File: src/rtl/clk_switch_ctrl.sv
// Sequencing controller for the glitch-free two-source clock mux: drives sel,
// confirms the old gate closed and the new gate opened, and times out stalled phases.
module clk_switch_ctrl #(
  parameter int SYNC_STAGES = 2,
  parameter int TIMEOUT_W   = 8,
  parameter int TIMEOUT     = 200
) (
  input  logic clk,
  input  logic rst_n,
  input  logic req_vld,
  input  logic req_src,
  output logic req_rdy,
  input  logic en1_st,
  input  logic en2_st,
  output logic sel,
  output logic cur_src,
  output logic busy,
  output logic done,
  output logic err
);

  typedef enum logic [1:0] {
    IDLE     = 2'd0,
    WAIT_OFF = 2'd1,
    WAIT_ON  = 2'd2
  } state_t;

  localparam logic [TIMEOUT_W-1:0] CNT_LAST = TIMEOUT_W'(TIMEOUT - 1);

  state_t                 state_q, state_d;
  logic [SYNC_STAGES-1:0] en1_sync_q, en2_sync_q;
  logic [TIMEOUT_W-1:0]   cnt_q, cnt_d;
  logic                   tgt_q, tgt_d;
  logic                   sel_q, sel_d;
  logic                   cur_src_q, cur_src_d;
  logic                   done_q, done_d;
  logic                   err_q, err_d;
  logic                   en1_s, en2_s;
  logic                   old_on, new_on, cnt_last;

  assign en1_s    = en1_sync_q[SYNC_STAGES-1];
  assign en2_s    = en2_sync_q[SYNC_STAGES-1];
  assign old_on   = cur_src_q ? en1_s : en2_s;
  assign new_on   = tgt_q ? en1_s : en2_s;
  assign cnt_last = (cnt_q == CNT_LAST);

  // Reset lands in WAIT_ON targeting clk2, so boot confirms clk2 is gated on.
  always_ff @(posedge clk or negedge rst_n) begin
    if (!rst_n) begin
      state_q    <= WAIT_ON;
      en1_sync_q <= '0;
      en2_sync_q <= '0;
      cnt_q      <= '0;
      tgt_q      <= 1'b0;
      sel_q      <= 1'b0;
      cur_src_q  <= 1'b0;
      done_q     <= 1'b0;
      err_q      <= 1'b0;
    end else begin
      state_q    <= state_d;
      en1_sync_q <= {en1_sync_q[SYNC_STAGES-2:0], en1_st};
      en2_sync_q <= {en2_sync_q[SYNC_STAGES-2:0], en2_st};
      cnt_q      <= cnt_d;
      tgt_q      <= tgt_d;
      sel_q      <= sel_d;
      cur_src_q  <= cur_src_d;
      done_q     <= done_d;
      err_q      <= err_d;
    end
  end

  // Exit conditions are tested before the timeout so a late exit still wins.
  always_comb begin
    state_d   = state_q;
    cnt_d     = cnt_q;
    tgt_d     = tgt_q;
    sel_d     = sel_q;
    cur_src_d = cur_src_q;
    done_d    = 1'b0;
    err_d     = 1'b0;
    case (state_q)
      IDLE: begin
        if (req_vld) begin
          if (req_src == cur_src_q) begin
            done_d = 1'b1;
          end else begin
            sel_d   = req_src;
            tgt_d   = req_src;
            cnt_d   = '0;
            state_d = WAIT_OFF;
          end
        end
      end
      WAIT_OFF: begin
        if (!old_on) begin
          cnt_d   = '0;
          state_d = WAIT_ON;
        end else if (cnt_last) begin
          cnt_d   = '0;
          err_d   = 1'b1;
          state_d = IDLE;
        end else begin
          cnt_d = cnt_q + TIMEOUT_W'(1);
        end
      end
      WAIT_ON: begin
        if (new_on) begin
          cnt_d     = '0;
          cur_src_d = tgt_q;
          done_d    = 1'b1;
          state_d   = IDLE;
        end else if (cnt_last) begin
          cnt_d   = '0;
          err_d   = 1'b1;
          state_d = IDLE;
        end else begin
          cnt_d = cnt_q + TIMEOUT_W'(1);
        end
      end
      default: begin
        state_d = IDLE;
      end
    endcase
  end

  always_comb begin
    req_rdy = (state_q == IDLE);
    busy    = (state_q != IDLE);
    sel     = sel_q;
    cur_src = cur_src_q;
    done    = done_q;
    err     = err_q;
  end

endmodule

File: config.mk
export PLATFORM = sky130hd
export DESIGN_NAME = clk_switch_ctrl
export DESIGN_NICKNAME = d
export VERILOG_FILES = /design/src/rtl/clk_switch_ctrl.sv
export SDC_FILE = /design/constraint.sdc
export NUM_CORES = 1
export LEC_CHECK = 0
export BUFFER_PORTS_ARGS = -buffer_cell sky130_fd_sc_hd__buf_2
export CAP_MARGIN = 0
export CORE_MARGIN = 2
export CORE_UTILIZATION = 40
export DETAILED_ROUTE_END_ITERATION = 16
export SLEW_MARGIN = 20
export SYNTH_ARGS = -nofsm -noshare
export SYNTH_HDL_FRONTEND = slang
export SYNTH_SLANG_ARGS = --single-unit
File: constraint.sdc
create_clock -name clk -period 2.15 [get_ports clk]
set_input_delay 0.43 -clock clk [delete_from_list [all_inputs] [get_ports clk]]
set_output_delay 0.43 -clock clk [all_outputs]
set_load 0.1 [all_outputs]
### Yosys cells after proc, flatten, opt, wreduce, memory -nomap -nowiden

Index checks and enable logic that the tools add are counted.

| cells by class | value |
|---|---|
| add/sub/neg operators | 1 |
| equal/unequal tests | 6 |
| muxes and demuxes | 22 |
| bitwise logic cells | 1 |
| reductions and logical operators | 7 |

Operators by type and width:

| kind | number |
|---|---|
| $mux 8 | 5 |
| $pmux 8 s3 | 1 |
| $mux 2 | 5 |
| $add 8x1->8 const B | 1 |
| $eq 8x8->1 const B | 1 |
| $mux 1 | 8 |
| $pmux 2 s3 | 1 |
| $reduce_and 3->1 | 2 |
| $ne 2x2->1 const B | 2 |
| $pmux 1 s2 | 2 |
| $reduce_and 2->1 | 2 |
| $reduce_bool 3->1 | 1 |
| $eq 2x1->1 const B | 1 |
| $eq 2x2->1 const B | 1 |
| $logic_not 2->1 | 1 |
| $reduce_bool 2->1 | 1 |
| $eq 1x1->1 | 1 |
| $not 1->1 | 1 |

| storage, ports and cells | value |
|---|---|
| bits in registers | 18 |
| input bits | 6 |
| output and inout port bits | 6 |
| logic and storage cells | 45 |

### Logic depth before layout (Yosys ltp)

| logic depth | value |
|---|---|
| word-level depth | 4 |
| mapped depth | 7 |
| depth with buffers taken out | 6 |

### Worst setup path after synthesis

Ideal clock, no wire load.

| timing | value |
|---|---|
| kind | register to register |
| from | register state_q[0] |
| to | register cnt_q[3] |
| library setup time | 0.078 ns |
| arrival time | 2.694 ns |
| data required time | 2.072 ns |
| slack | -0.622 ns |
| stages on the path, launching flop included | 7 |
| path buffers | 0 |
| period minus slack after synthesis | 2.772 ns |
| path through | dfrtp_1 inv_1 ha_1 inv_1 a21o_1 o311a_1 a21oi_1 |

| on the way | value |
|---|---|
| cells in the longest elaborated chain, start to end | 3 |
| elaborated cells on any way between the ends | 8 |
| those cells by class | 4 x eq/ne; 1 x mux; 3 x reduce/logical |

Ends and longest elaborated chain:

| what | line | text |
|---|---|---|
| from (decl) | 30 | `state_t state_q, state_d;` |
| from (signal assigned) | 60 | `state_q <= state_d;` |
| $logic_not 2->1 (*) | -- |  |
| net req_rdy | 12 | `output logic req_rdy,` |
| $ne 2x2->1 (no source line) or $reduce_bool 3->1 (tied branches) | -- |  |
| $reduce_and 3->1 (no source line) | -- |  |
| to (signal assigned) | 63 | `cnt_q <= cnt_d;` |
| to (decl) | 32 | `logic [TIMEOUT_W-1:0] cnt_q, cnt_d;` |

Mark *: on every way through the listed nets, which the timed path passes. The rest lies on a longest branch.
A chain may end at the register's enable or synchronous reset.

### Final worst setup path

| timing | value |
|---|---|
| from | register state_q[1] |
| to | output busy |

| on the way | value |
|---|---|
| cells in the longest elaborated chain, start to end | 1 |

Ends and longest elaborated chain:

| what | line | text |
|---|---|---|
| $reduce_bool 2->1 | 128 | `busy = (state_q != IDLE);` |
| to (decl) | 17 | `output logic busy,` |

No other way between the ends.

==> summary.txt <==
Outcome
  – Run status: finished, final reports clean

Cells and area
  – Final Core Density: 49.5%
  – Final instance area: 1080 um^2
  – Final nets: 118
  – Area grow syn2layout: 17.8%
  – Finished Layout Cells: 134
  – Ratio of cells with drive above 1 in the final layout: 21.7%
  – Ant diodes: 0

Timing
  – RSZ-0062 raised after global routing: no
  – Setup TNS: 0 ns
  – Least-Margin Pin Slew: 0.484 ns
  – Setup violators final: 0
  – Fmax: 491 MHz
  – Fin crit period: 2.04 ns
  – Setup ws final: 0.114 ns
  – Slew Limit Headroom: 67.9%
  – Period utilisation layout: 94.7%
  – Final max-slew violation count: 0
  – Final Skew: 0.00406 ns
  – Hold Vio Cnt, Final: 0

Yosys
  – Synth top cells by count: dfrtp_1 (17), a21oi_1 (8), inv_1 (7)
  – Largest area contributor in the netlist: dfrtp_1
  – Register bit total from synthesis: 18
  – Mapped cell area: 921 um^2
  – Post-synthesis average cell area: 10.2 um^2
  – Synth warn: 0
  – Synth Flop Type: dfrtp_1
  – Sequential-to-total area share from yosys stat: 49.0%
  – Synth async-reset ratio: 100%
  – Synth top area cells: dfrtp_1 (46%), ha_1 (6.8%), a21oi_1 (4.3%)
  – Number of flops mapped to enable cells by yosys: 0
  – Synth unique cells: 33
  – Leading cell type by number of instances after synthesis: dfrtp_1
  – Post-Syn Instances: 90
  – Synth Net Count: 101
  – Share of Yosys cell area claimed by the top area cell type: 46.2%

Min path
  – Hold Path Class: input pin to asynchronous set/reset pin

Pwr
  – Maximum VDD drop: 1.00 mV
  – Power Density: 1410 nW/um^2
  – LEAKAGE: 0.468 nW

Clocking
  – Post-CTS Resized: 0
  – H-tree Lvls: 1
  – Post-CTS Hold Buffers: 0
  – Setup repair bufs after CTS: 0
  – Max Root-Sink Buffers: 2
  – Worst skew pair latency: 0.30 ns
  – CTS tree: built
  – CTS Buf Count: 3
  – Root Buffer: clkbuf_4
  – Sinks on Clock Net: 18
  – Reg clk slew, reported paths: 0.11 ns

Setup path
  – FF-to-FF setup slack: 0.25 ns
  – Critical register-to-register path startpoint: state_q[1]
  – Worst r2r dst: cnt_q[7]
  – Crit-path max FO: 6
  – FF-to-FF path depth: 6
  – Critical Path RT: 1.72 ns
  – Critical Setup Path Class: flip-flop to output pin
  – Worst Path Arrival: 1.61 ns
  – Startpoint types: flip-flop
  – CP Capture Type: output pin
  – Critical Path Start: state_q[1]

GRT
  – GR Overflow Total: 0
  – Total GRT Usage: 15.9%
  – Initial antenna violation count: 0
  – Global-route wire length before repair: 3.07 mm
  – Largest net degree at the start of global routing: 19
  – Vias in the first global route: 704

Routing
  – ANT nets after route: 0
  – Drt first-iter violations: 13
  – Drt pass-1 iters: 4
  – Post-Route WL: 1.78 mm
  – DR vias: 742
  – DR WL/cell: 13.3 um
  – DRC Markers: 0
  – Via density: 5.54

Floorplan
  – Chip Width: 52.0 um
  – Die area: 2700 um^2
  – I/O pin count: 12
  – Std cell rows: 17
  – Starting density of the core: 42.0%
  – DIE HEIGHT: 52.0 um
  – Core footprint: 2190 um^2

Place
  – Placed wire-length estimate: 1.27 mm
  – PortBufs: 11
  – Placed insts: 130
  – Placed Area: 1040 um^2
  – RD Place Congestion: 0.778
  – Worst slack, placed: 0.180 ns

Run
  – Max-cap violations: 0
[through the flow]
step | power [mW] | hold slack (ns)
after floorplan | 1.16 | 0.134
after global placement | 1.30 | 0.331
after detailed placement | 1.30 | 0.338
after CTS | 1.52 | 0.0538
after global routing | 1.61 | 0.0761
final | 1.52 | 0.0424
[where the power goes]
part	leakage, nW	switching (mW)	internal [mW]
Sequential	0.229	0.0573	0.395
Combinational	0.218	0.626	0.230
Clock	0.0210	0.113	0.103
Total	0.468	0.796	0.729
[per-layer routing]
metal	vias to the layer above	global-route usage, %	part of all wire (%)
li1	368	-	-
met1	359	20.0	48
met5	-	0	0
met2	11	25.1	46
met3	4	3.45	3.3
met4	0	9.21	2.3
[cell type report]
type	instances	area [um^2]
multi-input cells	64	460
fillers	216	1110
inverters	7	30.0
well taps	28	35.0
repair buffers	13	70.1
clock buffers	4	36.3
flip-flops and latches	18	453
[cells in the final DEF (no fill, tap or decap), drive strengths merged, types with 2 or more instances in the layout]
| master | count |
|---|---|
| or3 | 3 |
| or4 | 2 |
| o31ai | 2 |
| clkbuf | 4 |
| o21ai | 6 |
| ha | 5 |
| nand4 | 3 |
| o22ai | 3 |
| mux2i | 2 |
| nand3 | 3 |
| a31oi | 2 |
| dfrtp | 17 |
| o31a | 2 |
| a21oi | 8 |
| buf | 13 |
| inv | 6 |
| nor2 | 3 |
| nand2 | 6 |
[sequential cells by signal (all words and copies together) (netlist names)]
signal      flops
cnt_q           8
en1_sync_q      2
en2_sync_q      2
state_q         2
cur_src         1
done            1
err             1
sel             1
[worst max-delay path, cell delays in order (launching register included)]
cell and delay [ns]:
dfstp_2 0.56, inv_1 0.09, ha_4 0.19, clkinvlp_4 0.06, buf_2 0.41
[how the worst max path moves through the flow]
stage	endpoint	cells past startpoint
4_1_cts	busy	4
2_1_floorplan	cnt_q[3]	6
6_report	busy	4
3_3_place_gp	cnt_q[2]	5
5_1_grt	busy	4
3_5_place_dp	cnt_q[2]	5
[logic make-up (layout without fill, tap and decap cells)]
| group | Yosys count | in the layout | synth area share, % |
|---|---|---|---|
| multiplexers | 2 | 2 | 2.17 |
| flip-flops | 18 | 18 | 49.0 |
| adder cells (fa/ha/maj) | 5 | 5 | 6.79 |
| buffers and inverters | 8 | 24 | 3.26 |
| AND/OR/NAND/NOR | 27 | 27 | 15.9 |
| AO/OA/AOI/OAI | 29 | 29 | 21.1 |
| XOR/XNOR | 1 | 1 | 1.77 |
(Power assumes the default switching activity.)
